$ cat src/rtl/sb_stage_scheduler.sv
// Superblock sequencer: walks the superblock grid in raster order, runs the four decode stages per
// superblock through start/done handshakes, then streams the output-write bursts.
module sb_stage_scheduler #(
    parameter int unsigned SB_LOG2   = 6,
    parameter int unsigned BURST_PIX = 16
) (
    input  logic        i_clk,
    input  logic        i_rst,
    input  logic        i_start,
    input  logic [15:0] i_frame_width,
    input  logic [15:0] i_frame_height,
    output logic        o_ent_start,
    output logic        o_itx_start,
    output logic        o_pred_start,
    output logic        o_recon_start,
    input  logic        i_ent_done,
    input  logic        i_itx_done,
    input  logic        i_pred_done,
    input  logic        i_recon_done,
    output logic [15:0] o_sb_row,
    output logic [15:0] o_sb_col,
    output logic        o_wr_valid,
    input  logic        i_wr_ready,
    output logic [31:0] o_wr_offset,
    output logic        o_busy,
    output logic        o_tile_done,
    output logic        o_error
);

    typedef enum logic [3:0] {
        StIdle, StSetup, StHdr, StEnt, StItx, StPred, StRecon, StNext, StWrite, StDone
    } state_e;

    localparam logic [16:0] SB_ROUND = 17'((1 << SB_LOG2) - 1);

    state_e      r_state, w_state_next;
    logic [15:0] r_frame_w, r_frame_h;
    logic [15:0] r_sb_cols, r_sb_rows;
    logic [31:0] r_total_pix;
    logic [15:0] r_sb_row, r_sb_col;
    logic [31:0] r_wr_offset;
    logic        r_wr_valid, r_busy, r_tile_done, r_error;
    logic        r_ent_start, r_itx_start, r_pred_start, r_recon_start;

    logic [15:0] w_sb_cols, w_sb_rows;
    logic [31:0] w_wr_next;
    logic        w_zero_dim, w_last_col, w_last_row, w_beat, w_wr_end;
    logic        w_ent_start_next, w_itx_start_next, w_pred_start_next, w_recon_start_next;
    logic        w_wr_valid_next, w_busy_next, w_tile_done_next, w_error_next;

    // 17-bit round-up so a 65535-pixel edge cannot wrap
    assign w_sb_cols  = 16'(({1'b0, r_frame_w} + SB_ROUND) >> SB_LOG2);
    assign w_sb_rows  = 16'(({1'b0, r_frame_h} + SB_ROUND) >> SB_LOG2);
    assign w_zero_dim = (r_frame_w == 16'd0) || (r_frame_h == 16'd0);
    assign w_last_col = (r_sb_col == r_sb_cols - 16'd1);
    assign w_last_row = (r_sb_row == r_sb_rows - 16'd1);
    assign w_beat     = (r_state == StWrite) && r_wr_valid && i_wr_ready;
    assign w_wr_next  = r_wr_offset + 32'(BURST_PIX);
    assign w_wr_end   = (w_wr_next >= r_total_pix);

    always_ff @(posedge i_clk or posedge i_rst) begin
        if (i_rst) begin
            r_state <= StIdle;
        end else begin
            r_state <= w_state_next;
        end
    end

    // A stage's done is ignored while its own start pulse is still high
    always_comb begin
        w_state_next = r_state;
        case (r_state)
            StIdle:  if (i_start) w_state_next = StSetup;
            StSetup: w_state_next = w_zero_dim ? StIdle : StHdr;
            StHdr:   w_state_next = StEnt;
            StEnt:   if (i_ent_done && !r_ent_start) w_state_next = StItx;
            StItx:   if (i_itx_done && !r_itx_start) w_state_next = StPred;
            StPred:  if (i_pred_done && !r_pred_start) w_state_next = StRecon;
            StRecon: if (i_recon_done && !r_recon_start) w_state_next = StNext;
            StNext:  w_state_next = (w_last_col && w_last_row) ? StWrite : StHdr;
            StWrite: if (w_beat && w_wr_end) w_state_next = StDone;
            StDone:  w_state_next = StIdle;
            default: w_state_next = StIdle;
        endcase
    end

    always_comb begin
        w_ent_start_next   = (w_state_next == StEnt) && (r_state != StEnt);
        w_itx_start_next   = (w_state_next == StItx) && (r_state != StItx);
        w_pred_start_next  = (w_state_next == StPred) && (r_state != StPred);
        w_recon_start_next = (w_state_next == StRecon) && (r_state != StRecon);
        w_wr_valid_next    = (w_state_next == StWrite);
        w_busy_next        = (w_state_next != StIdle);
        w_tile_done_next   = (w_state_next == StDone);
        w_error_next       = (r_state == StSetup) && w_zero_dim;
    end

    always_ff @(posedge i_clk or posedge i_rst) begin
        if (i_rst) begin
            r_frame_w     <= '0;
            r_frame_h     <= '0;
            r_sb_cols     <= '0;
            r_sb_rows     <= '0;
            r_total_pix   <= '0;
            r_sb_row      <= '0;
            r_sb_col      <= '0;
            r_wr_offset   <= '0;
            r_wr_valid    <= 1'b0;
            r_busy        <= 1'b0;
            r_tile_done   <= 1'b0;
            r_error       <= 1'b0;
            r_ent_start   <= 1'b0;
            r_itx_start   <= 1'b0;
            r_pred_start  <= 1'b0;
            r_recon_start <= 1'b0;
        end else begin
            r_wr_valid    <= w_wr_valid_next;
            r_busy        <= w_busy_next;
            r_tile_done   <= w_tile_done_next;
            r_error       <= w_error_next;
            r_ent_start   <= w_ent_start_next;
            r_itx_start   <= w_itx_start_next;
            r_pred_start  <= w_pred_start_next;
            r_recon_start <= w_recon_start_next;
            if (r_state == StIdle && i_start) begin
                r_frame_w   <= i_frame_width;
                r_frame_h   <= i_frame_height;
                r_sb_row    <= '0;
                r_sb_col    <= '0;
                r_wr_offset <= '0;
            end
            if (r_state == StSetup) begin
                r_sb_cols   <= w_sb_cols;
                r_sb_rows   <= w_sb_rows;
                r_total_pix <= 32'(r_frame_w) * 32'(r_frame_h);
            end
            if (r_state == StNext) begin
                if (!w_last_col) begin
                    r_sb_col <= r_sb_col + 16'd1;
                end else if (!w_last_row) begin
                    r_sb_col <= '0;
                    r_sb_row <= r_sb_row + 16'd1;
                end
            end
            if (w_beat) begin
                r_wr_offset <= w_wr_next;
            end
        end
    end

    assign o_ent_start   = r_ent_start;
    assign o_itx_start   = r_itx_start;
    assign o_pred_start  = r_pred_start;
    assign o_recon_start = r_recon_start;
    assign o_sb_row      = r_sb_row;
    assign o_sb_col      = r_sb_col;
    assign o_wr_valid    = r_wr_valid;
    assign o_wr_offset   = r_wr_offset;
    assign o_busy        = r_busy;
    assign o_tile_done   = r_tile_done;
    assign o_error       = r_error;

endmodule

$ cat config.mk
export PLATFORM = sky130hd
export DESIGN_NAME = sb_stage_scheduler
export DESIGN_NICKNAME = d
export VERILOG_FILES = /design/src/rtl/sb_stage_scheduler.sv
export SDC_FILE = /design/constraint.sdc
export NUM_CORES = 1
export LEC_CHECK = 0
export ABC_AREA = 1
export CORE_AREA = 3 3 206 208
export CTS_BUF_LIST = sky130_fd_sc_hd__clkbuf_8
export CTS_CLUSTER_SIZE = 40
export DETAILED_ROUTE_END_ITERATION = 7
export DIE_AREA = 0 0 209 211
export DONT_BUFFER_PORTS = 1
export GPL_TIMING_DRIVEN = 0
export PLACE_DENSITY_LB_ADDON = 0.2
export SYNTH_ARGS = -nofsm -noshare
export SYNTH_HDL_FRONTEND = slang
export SYNTH_SLANG_ARGS = --single-unit
$ cat constraint.sdc
create_clock -name i_clk -period 13.13 [get_ports i_clk]
set_input_delay 0.6565 -clock i_clk [delete_from_list [all_inputs] [get_ports i_clk]]
set_output_delay 0.6565 -clock i_clk [all_outputs]
set_load 0.02 [all_outputs]
# Word level (Yosys, flattened, before mapping)

Cells that the tools add are included.

Add/subtract/negate cells: 7
Multiply operators: 1
$lt $le $gt $ge: 1
Equality and inequality tests: 20
Multiplexer cells: 19
Reduce and logical (&&, ||, !) cells: 24

Operator list:

| cell                                                                    | count |
|---|---|
| 16-bit 2-to-1 mux                                                       | 8 |
| 32-bit 2-to-1 mux                                                       | 2 |
| 4-bit case mux with 9 select lines                                      | 1 |
| 16-bit by 6-bit adder with 17-bit output, second input constant         | 2 |
| 16-bit by 1-bit adder with 16-bit output, second input constant         | 2 |
| 32-bit by 5-bit adder with 32-bit output, second input constant         | 1 |
| 16-bit == test                                                          | 2 |
| 32-bit greater-or-equal comparator                                      | 1 |
| 16-bit zero test                                                        | 2 |
| 16-bit by 16-bit multiplier with 32-bit output                          | 1 |
| 4-bit by 3-bit == test with 1-bit output, second input constant         | 7 |
| 4-bit 2-to-1 mux                                                        | 7 |
| 11-bit by 1-bit subtractor with 12-bit output, second input constant    | 2 |
| 1-bit logical AND                                                       | 14 |
| 4-bit by 2-bit == test with 1-bit output, second input constant         | 3 |
| 4-bit == test, second input constant                                    | 3 |
| 4-bit by 3-bit inequality test with 1-bit output, second input constant | 3 |
| 4-bit by 1-bit == test with 1-bit output, second input constant         | 1 |
| 1-bit zero test                                                         | 4 |
| 4-bit zero test                                                         | 1 |
| 4-bit by 2-bit inequality test with 1-bit output, second input constant | 1 |
| 4-bit nonzero test                                                      | 1 |
| 2-bit 2-to-1 mux                                                        | 1 |
| 2-bit nonzero test                                                      | 1 |
| 1-bit logical OR                                                        | 1 |

Flip-flop bits (word level): 162
Logic and storage cells: 89

# Longest topological paths before layout

Gate-level depths: netlist of run 1.

Depth after elaboration: 8
Mapped depth: 30

# Worst setup path before layout of run 1

OpenSTA, ideal clock, no wires.

Path type: flip-flop to flip-flop
Start: reg r_frame_h[15]
End: reg r_total_pix[28]
Library setup time: 0.130 ns
Arrival: 5.569 ns
Required time: 13.000 ns
Setup slack: 7.431 ns
Stages on the path, launching flop included: 27
Cell sequence: dfrtp_1 clkbuf_1 buf_1 nand2_1 fa_1 fa_1 inv_1 fa_1 fa_1 fa_1 inv_1 fa_1 inv_1 ha_1 nand2_1 inv_1 nand2_1 nor3_1 nand4_1 nand3_1 nand2_1 nand2_1 nand2_1 nand2_1 nand2_1 nand3_1 o21ai_0

Word-level cells in the longest chain between the ends: 1

Ends and longest elaborated chain:

| item                                           | line | source |
|---|---|---|
| start: declaration                             | 37   | `logic [15:0] r_frame_w, r_frame_h;` |
| start signal: assignment                       | 127  | `r_frame_h <= i_frame_height;` |
| 16-bit by 16-bit multiplier with 32-bit output | 135  | `r_total_pix <= 32'(r_frame_w) * 32'(r_frame_h);` |
| end signal: assignment                         | 135  |  |
| end: declaration                               | 39   | `logic [31:0] r_total_pix;` |

No other way between the ends.
A chain may end at the register's enable or synchronous reset.

# Final worst setup path of run 1

Start: reg r_frame_w[6]
End: reg r_total_pix[28]

Word-level cells in the longest chain between the ends: 1

Ends and longest elaborated chain:

| item                                           | line | source |
|---|---|---|
| start: declaration                             | 37   |  |
| start signal: assignment                       | 126  | `r_frame_w <= i_frame_width;` |
| 16-bit by 16-bit multiplier with 32-bit output | 135  |  |

No other way between the ends.

==> results of run 1 <==
-- how the worst max path moves through the flow --
stage                  start         endpoint  slack (ps)  depth (start not counted)
2_1_floorplan  r_frame_h[15]  r_total_pix[28]        7430                         26
3_3_place_gp    r_frame_w[6]  r_total_pix[28]        6100                         28
3_5_place_dp    r_frame_w[6]  r_total_pix[28]        6120                         28
4_1_cts         r_frame_w[6]  r_total_pix[28]        6080                         28
5_1_grt         r_frame_w[6]  r_total_pix[29]        5720                         28
6_report        r_frame_w[6]  r_total_pix[28]        5960                         28
-- area by class of cell --
type	instances	area (um2)
fillers	4146	21300
multi-input cells	1668	11700
flip-flops and latches	158	3950
inverters	587	2210
well taps	532	666
plain buffers	99	449
clock buffers	21	289
clock inverters	9	110
repair buffers	2	37.5
-- layout by cell type, fill, tap and decap left out, types with 3 or more instances in the layout --
cell type  count
clkbuf_1      48
nand4_1       36
dfrtp_1      158
o22ai_1       13
nor3_1        31
nand3b_1       3
nor2_1       138
o21ai_0      119
clkbuf_8      21
buf_4         11
or2_2          9
buf_2         17
a31oi_1       10
conb_1         4
nor2_4         6
ha_1         137
xor2_1        38
xnor2_1       14
nand3_1      118
nand2_2        7
clkinv_2       3
nand2_1      701
clkinv_4       3
nor4_1         4
fa_1         194
nand3_2        3
a21oi_1       51
nor3_4         3
buf_1         21
inv_1        584
nor2_2         6
o21bai_1       4
-- layer usage --
metal  share of wire  vias to the layer above  global-route usage
met4           0.033                        0              0.0880
met5               0                        -                   0
met1            0.42                     7638               0.312
li1                -                     7559                   -
met2            0.48                      419               0.405
met3           0.063                       95              0.0477
-- stage by stage --
stage	std cells	setup WS [ps]	hold slack [ps]	area, um2
detailed placement	3045	6120	473	19000
floorplan	2512	7430	449	18300
global route	3076	5720	233	19400
finish	3076	5960	255	19400
CTS	3076	6080	212	19400
global placement	3044	6100	470	19000
-- flip-flops by register name (all words and copies together) (netlist names) --
register / flops
o_busy: 1
o_ent_start: 1
o_error: 1
o_itx_start: 1
o_pred_start: 1
o_recon_start: 1
o_sb_col: 16
o_sb_row: 16
o_tile_done: 1
o_wr_offset: 28
o_wr_valid: 1
r_frame_h: 16
r_frame_w: 16
r_sb_cols: 11
r_sb_rows: 11
r_state: 4
r_total_pix: 32
-- cells in the mapped netlist (2+ instances only) --
cell      count  area, um2
nand2_1     701       2630
inv_1       585       2200
fa_1        194       3880
dfrtp_1     158       3950
nor2_1      138        518
ha_1        137       1710
o21ai_0     119        596
nand3_1     118        591
a21oi_1      51        255
clkbuf_1     48        180
xor2_1       38        333
nand4_1      36        225
nor3_1       31        155
buf_1        21       78.8
buf_2        17       85.1
xnor2_1      14        123
o22ai_1      13       81.3
buf_4        11       82.6
a31oi_1      10       62.6
or2_2         9       56.3
nand2_2       7       43.8
nor2_2        6       37.5
nor2_4        6       67.6
nor4_1        4       25.0
o21bai_1      4       30.0
nand3_2       3       30.0
nand3b_1      3       22.5
nor3_4        3       48.8
a21boi_0      2       15.0
a21o_1        2       15.0
a22o_1        2       17.5
buf_6         2       22.5
inv_2         2       7.51
nor3_2        2       20.0
o211ai_1      2       15.0
o21ai_1       2       10.0
-- cell families after synthesis --
logic type,synth area share
DFF,0.216
adders and majority gates,0.306
other,0.000205
xor gates and xnor gates,0.0258
AOI/OAI and AO/OA,0.0617
and+or+nand+nor,0.246
buffers and inverters,0.145
-- repair_timing --
| item | in CTS | in global routing |
|---|---|---|
| resized for setup | 0 | 0 |
| endpoints found under the setup margin | 0 | 0 |
| setup buffers | 0 | 0 |
| endpoints found under the hold margin | 48 | 0 |
| hold buffers | 1 | 0 |
-- critical path: cells and delay by family (launching register included) --
kind | cells | cell delay (ps)
adders and majority gates | 7 | 3530
buffers and inverters | 8 | 1690
DFF | 1 | 330
and+or+nand+nor | 12 | 1370
AOI/OAI and AO/OA | 1 | 90
==> flow_metrics.env, run 1 <==
export IMPL_status="finished, final reports clean"
export IMPL_layout_drive_gt1_share=0.0405
export IMPL_hold_depth=2
export IMPL_grt_max_degree=111
export IMPL_ant_nets=0
export IMPL_crit_arrival_ps=7550
export IMPL_synth_edf_count=0
export IMPL_holdCritStartpoint="i_frame_height[5]"
export IMPL_final_util=0.477
export IMPL_max_freq_ghz=0.140
export IMPL_async_reset_ff_frac=1.00
export IMPL_worstSetupEndpointType="flip-flop"
export IMPL_hpwlAfterDp_mm=41.8
export IMPL_ff2ff_setup_slack_ps=5960
export IMPL_start_util=0.449
export IMPL_maxSlewViolCount=0
export IMPL_r2r_start="r_frame_w[6]"
export IMPL_drtIter0Drc=1157
export IMPL_num_rows=74
export IMPL_cts_made_buffers=17
export IMPL_fin_nets=2904
export IMPL_syn_area_um2=18300
export IMPL_diodes=0
export IMPL_drc=0
export IMPL_viasPerCell=5.11
export IMPL_wirelength_mm=50.9
export IMPL_rsz0062_at_grt="no"
export IMPL_drt_pass1_iter_count=5
export IMPL_cts_max_path_buffers=2
export IMPL_avgSynthCellArea_um2=7.30
export IMPL_synth_seq_cells=158
export IMPL_cts_tree="yes"
export IMPL_grt_total_usage=0.241
export IMPL_synth_distinct_cells=44
export IMPL_finalSetupViolations=0
export IMPL_vias=15700
export IMPL_synthFlopType="dfrtp_1"
export IMPL_finClkSkew_ps=14.2
export IMPL_fin_setup_tns_ps=0
export IMPL_ys_warn_count=0
export IMPL_reg2reg_to="r_total_pix[28]"
export IMPL_antenna_found_initial=0
export IMPL_clock_sink_count=158
export IMPL_synthCells=2509
export IMPL_die_area_um2=44100
export IMPL_cp_start_kind="flip-flop"
export IMPL_avgRoutedWirePerCell_um=16.5
export IMPL_grt_overflow=0
export IMPL_clk_latency_ps=510
export IMPL_root_buffer="clkbuf_8"
export IMPL_die_w_um=209
export IMPL_slowest_stage="clkbuf_1"
export IMPL_core_area_um2=40700
export IMPL_clk_pin_slew_worst_paths_ps=90
export IMPL_worst_slew_pin_slew_ps=914
export IMPL_grt_pass1_wl_mm=84.3
export IMPL_hold_path_end="r_frame_h[5]"
export IMPL_slowest_delay_ps=680
export IMPL_gp_congestion=0.930
export IMPL_num_io_pins=112
export IMPL_htreeDepth=4
export IMPL_min_period_ps=7170
export IMPL_maxCapViolations=0
export IMPL_hp_class="in -> reg"
export IMPL_cp_max_fo=10
export IMPL_grt_pass1_vias=16300
export IMPL_max_slew_margin_rel=0.390
export IMPL_ys_seq_area_frac=0.216
export IMPL_setup_worst_path_class="reg -> reg"
export IMPL_dieHeight_um=211
export IMPL_required_ps=13510
export IMPL_min_period_over_period=0.546
export IMPL_finalHoldViolCount=0
export IMPL_crit_top_cell="nand2_1"
export IMPL_syn2layout_area_growth_pct=6.12
export IMPL_reg2reg_depth=28
export IMPL_io_buffers=0
Power of run 1 is not shown: default switching activity piles up to over one toggle a cycle in this logic, so the estimate is an artifact.
==> run 2, diff against run 1 <==
==> constraint.sdc (replaced) <==
create_clock -name i_clk -period 6.12 [get_ports i_clk]
set_input_delay 0.306 -clock i_clk [delete_from_list [all_inputs] [get_ports i_clk]]
set_output_delay 0.306 -clock i_clk [all_outputs]
set_load 0.02 [all_outputs]
==> run 2 against run 1 <==
Effect of this change:
- clock skew up 0.67 ps
- final cell count up 1.3%
- register-to-register slack got worse by 5700 ps
- flip-flop and latch count unchanged
- setup slack got worse by 5700 ps
- via count increased by 1.6%
- maximum frequency rose by 22%
- critical endpoint is now r_total_pix[24]
- highest routed layer is now met5
==> flow_metrics.env, run 2 (synthesis results as in run 1) <==
export IMPL_die_w_um=209
export IMPL_path_buf_inv=4
export IMPL_clk_latency_ps=510
export IMPL_crit_top_cell="fa_1"
export IMPL_dieHeight_um=211
export IMPL_rsz0062_at_grt="yes"
export IMPL_min_period_over_period=0.964
export IMPL_cp_max_fo=10
export IMPL_slowest_delay_ps=580
export IMPL_drtIter0Drc=1230
export IMPL_largest_register_ffs=32
export IMPL_dp_slack_ps=-894
export IMPL_antenna_found_initial=1
export IMPL_final_cell_mix="nand2_1 (697), inv_1 (583), fa_1 (192)"
export IMPL_worst_slew_pin_slew_ps=850
export IMPL_diodes=0
export IMPL_maxSlewViolCount=0
export IMPL_htreeDepth=4
export IMPL_die_area_um2=44100
export IMPL_post_place_cells=3045
export IMPL_grt_pass1_wl_mm=85.4
export IMPL_root_buffer="clkbuf_8"
export IMPL_num_rows=74
export IMPL_grt_total_usage=0.245
export IMPL_viasPerCell=5.12
export IMPL_fin_cells=3116
export IMPL_mostFrequentLayoutCell="nand2_1"
export IMPL_gp_congestion=0.930
export IMPL_grt_max_degree=111
export IMPL_grt_pass1_vias=16500
export IMPL_cts_made_buffers=17
export IMPL_vias=16000
export IMPL_hpwlAfterDp_mm=41.8
export IMPL_finClkSkew_ps=14.9
export IMPL_ant_nets=0
export IMPL_core_area_um2=40700
export IMPL_crit_family="adder cells"
export IMPL_fin_nets=2944
export IMPL_fill_cells=4044
export IMPL_layout_drive_gt1_share=0.0778
export IMPL_start_util=0.449
export IMPL_hp_class="in -> reg"
export IMPL_setup_worst_path_class="reg -> reg"
export IMPL_ff2ff_setup_slack_ps=220
export IMPL_slowest_stage="fa_1"
export IMPL_required_ps=6490
export IMPL_finalHoldViolCount=0
export IMPL_crit_arrival_ps=6270
export IMPL_wirelength_mm=52.2
export IMPL_setup_ws_ps=222
export IMPL_syn2layout_area_growth_pct=11.0
export IMPL_cts_tree="yes"
export IMPL_finalSetupViolations=0
export IMPL_cp_cell_sequence="clkbuf_4 -> nand2_1 -> fa_1 -> fa_1 -> inv_1 -> fa_1 -> fa_1 -> fa_1 -> inv_1 -> fa_1 -> inv_1 -> ha_2 -> a21oi_2 -> o21ai_0 -> a21oi_2 -> nand3_2 -> nand2_1 -> nand2_2 -> or2_2 -> nand3_1 -> o21ai_0"
export IMPL_worstSetupEndpointType="flip-flop"
export IMPL_status="finished, final reports clean"
export IMPL_min_period_ps=5900
export IMPL_num_io_pins=112
export IMPL_drt_pass1_iter_count=8
export IMPL_drc=0
export IMPL_cts_max_path_buffers=2
export IMPL_io_buffers=0
export IMPL_clock_sink_count=158
export IMPL_grt_overflow=0
export IMPL_clk_pin_slew_worst_paths_ps=90
export IMPL_largest_register="r_total_pix"
export IMPL_final_util=0.499
export IMPL_avgRoutedWirePerCell_um=16.8
export IMPL_cp_start_kind="flip-flop"
export IMPL_holdWs_ps=295
export IMPL_maxCapViolations=0
export IMPL_max_slew_margin_rel=0.433
export IMPL_max_freq_ghz=0.170
[run 2: changes by cell type in the layout (fill, tap and decap cells not counted), moves of 9 or more]
cell,before,now
buf_1,21,3
buf_2,17,7
buf_4,11,43
ha_1,137,128
dlygate4sd3_1,1,36
dfrtp_1,158,144
clkbuf_1,48,20
buf_6,2,18
dfrtp_2,0,12
[run 2: worst paths after layout]
kind | start | to | cells after the start
hold reg to reg | r_total_pix[23] | r_total_pix[23] | 2
min in group asynchronous | i_rst | o_itx_start | 2
hold / removal | i_wr_ready | o_wr_offset[18] | 2
setup / recovery | r_frame_h[7] | r_total_pix[24] | 21
max in group asynchronous | i_rst | r_frame_h[15] | 3
setup reg to reg | r_frame_h[7] | r_total_pix[24] | 21
[run 2: layout make-up]
| cell class | instances | area, um2 | area share |
|---|---|---|---|
| multi-input cells | 1668 | 11900 | 0.585 |
| flip-flops and latches | 158 | 3980 | 0.196 |
| inverters | 587 | 2210 | 0.109 |
| well taps | 532 | 666 | 0.0328 |
| plain buffers | 80 | 593 | 0.0292 |
| repair buffers | 61 | 584 | 0.0288 |
| clock buffers | 21 | 289 | 0.0142 |
| clock inverters | 9 | 110 | 0.00542 |
[run 2: what timing repair did]
| item | CTS | global route |
|---|---|---|
| resized for setup | 75 | 85 |
| pin swaps | 0 | 10 |
| endpoints found under the setup margin | 20 | 17 |
| setup buffers | 10 | 14 |
| hold buffers | 36 | 0 |
| endpoints found under the hold margin | 83 | 0 |
[run 2: per-layer routing]
metal	routed length (um)	share of wire	up-vias	global-route usage
met5	12	0.00023	-	0
met4	1660	0.032	2	0.0945
met3	3420	0.065	103	0.0532
met2	25000	0.48	455	0.406
met1	22100	0.42	7758	0.316
li1	-	-	7640	-
[run 2: per-stage QoR]
step / setup TNS [ps] / area (um2)
final: 0 / 20300
after global routing: -26.7 / 20300
after CTS: 0 / 19900
after detailed placement: -11860 / 19000
after global placement: -51330 / 19000
after floorplan: 0 / 18300
Power of run 2 is left out for the same reason.
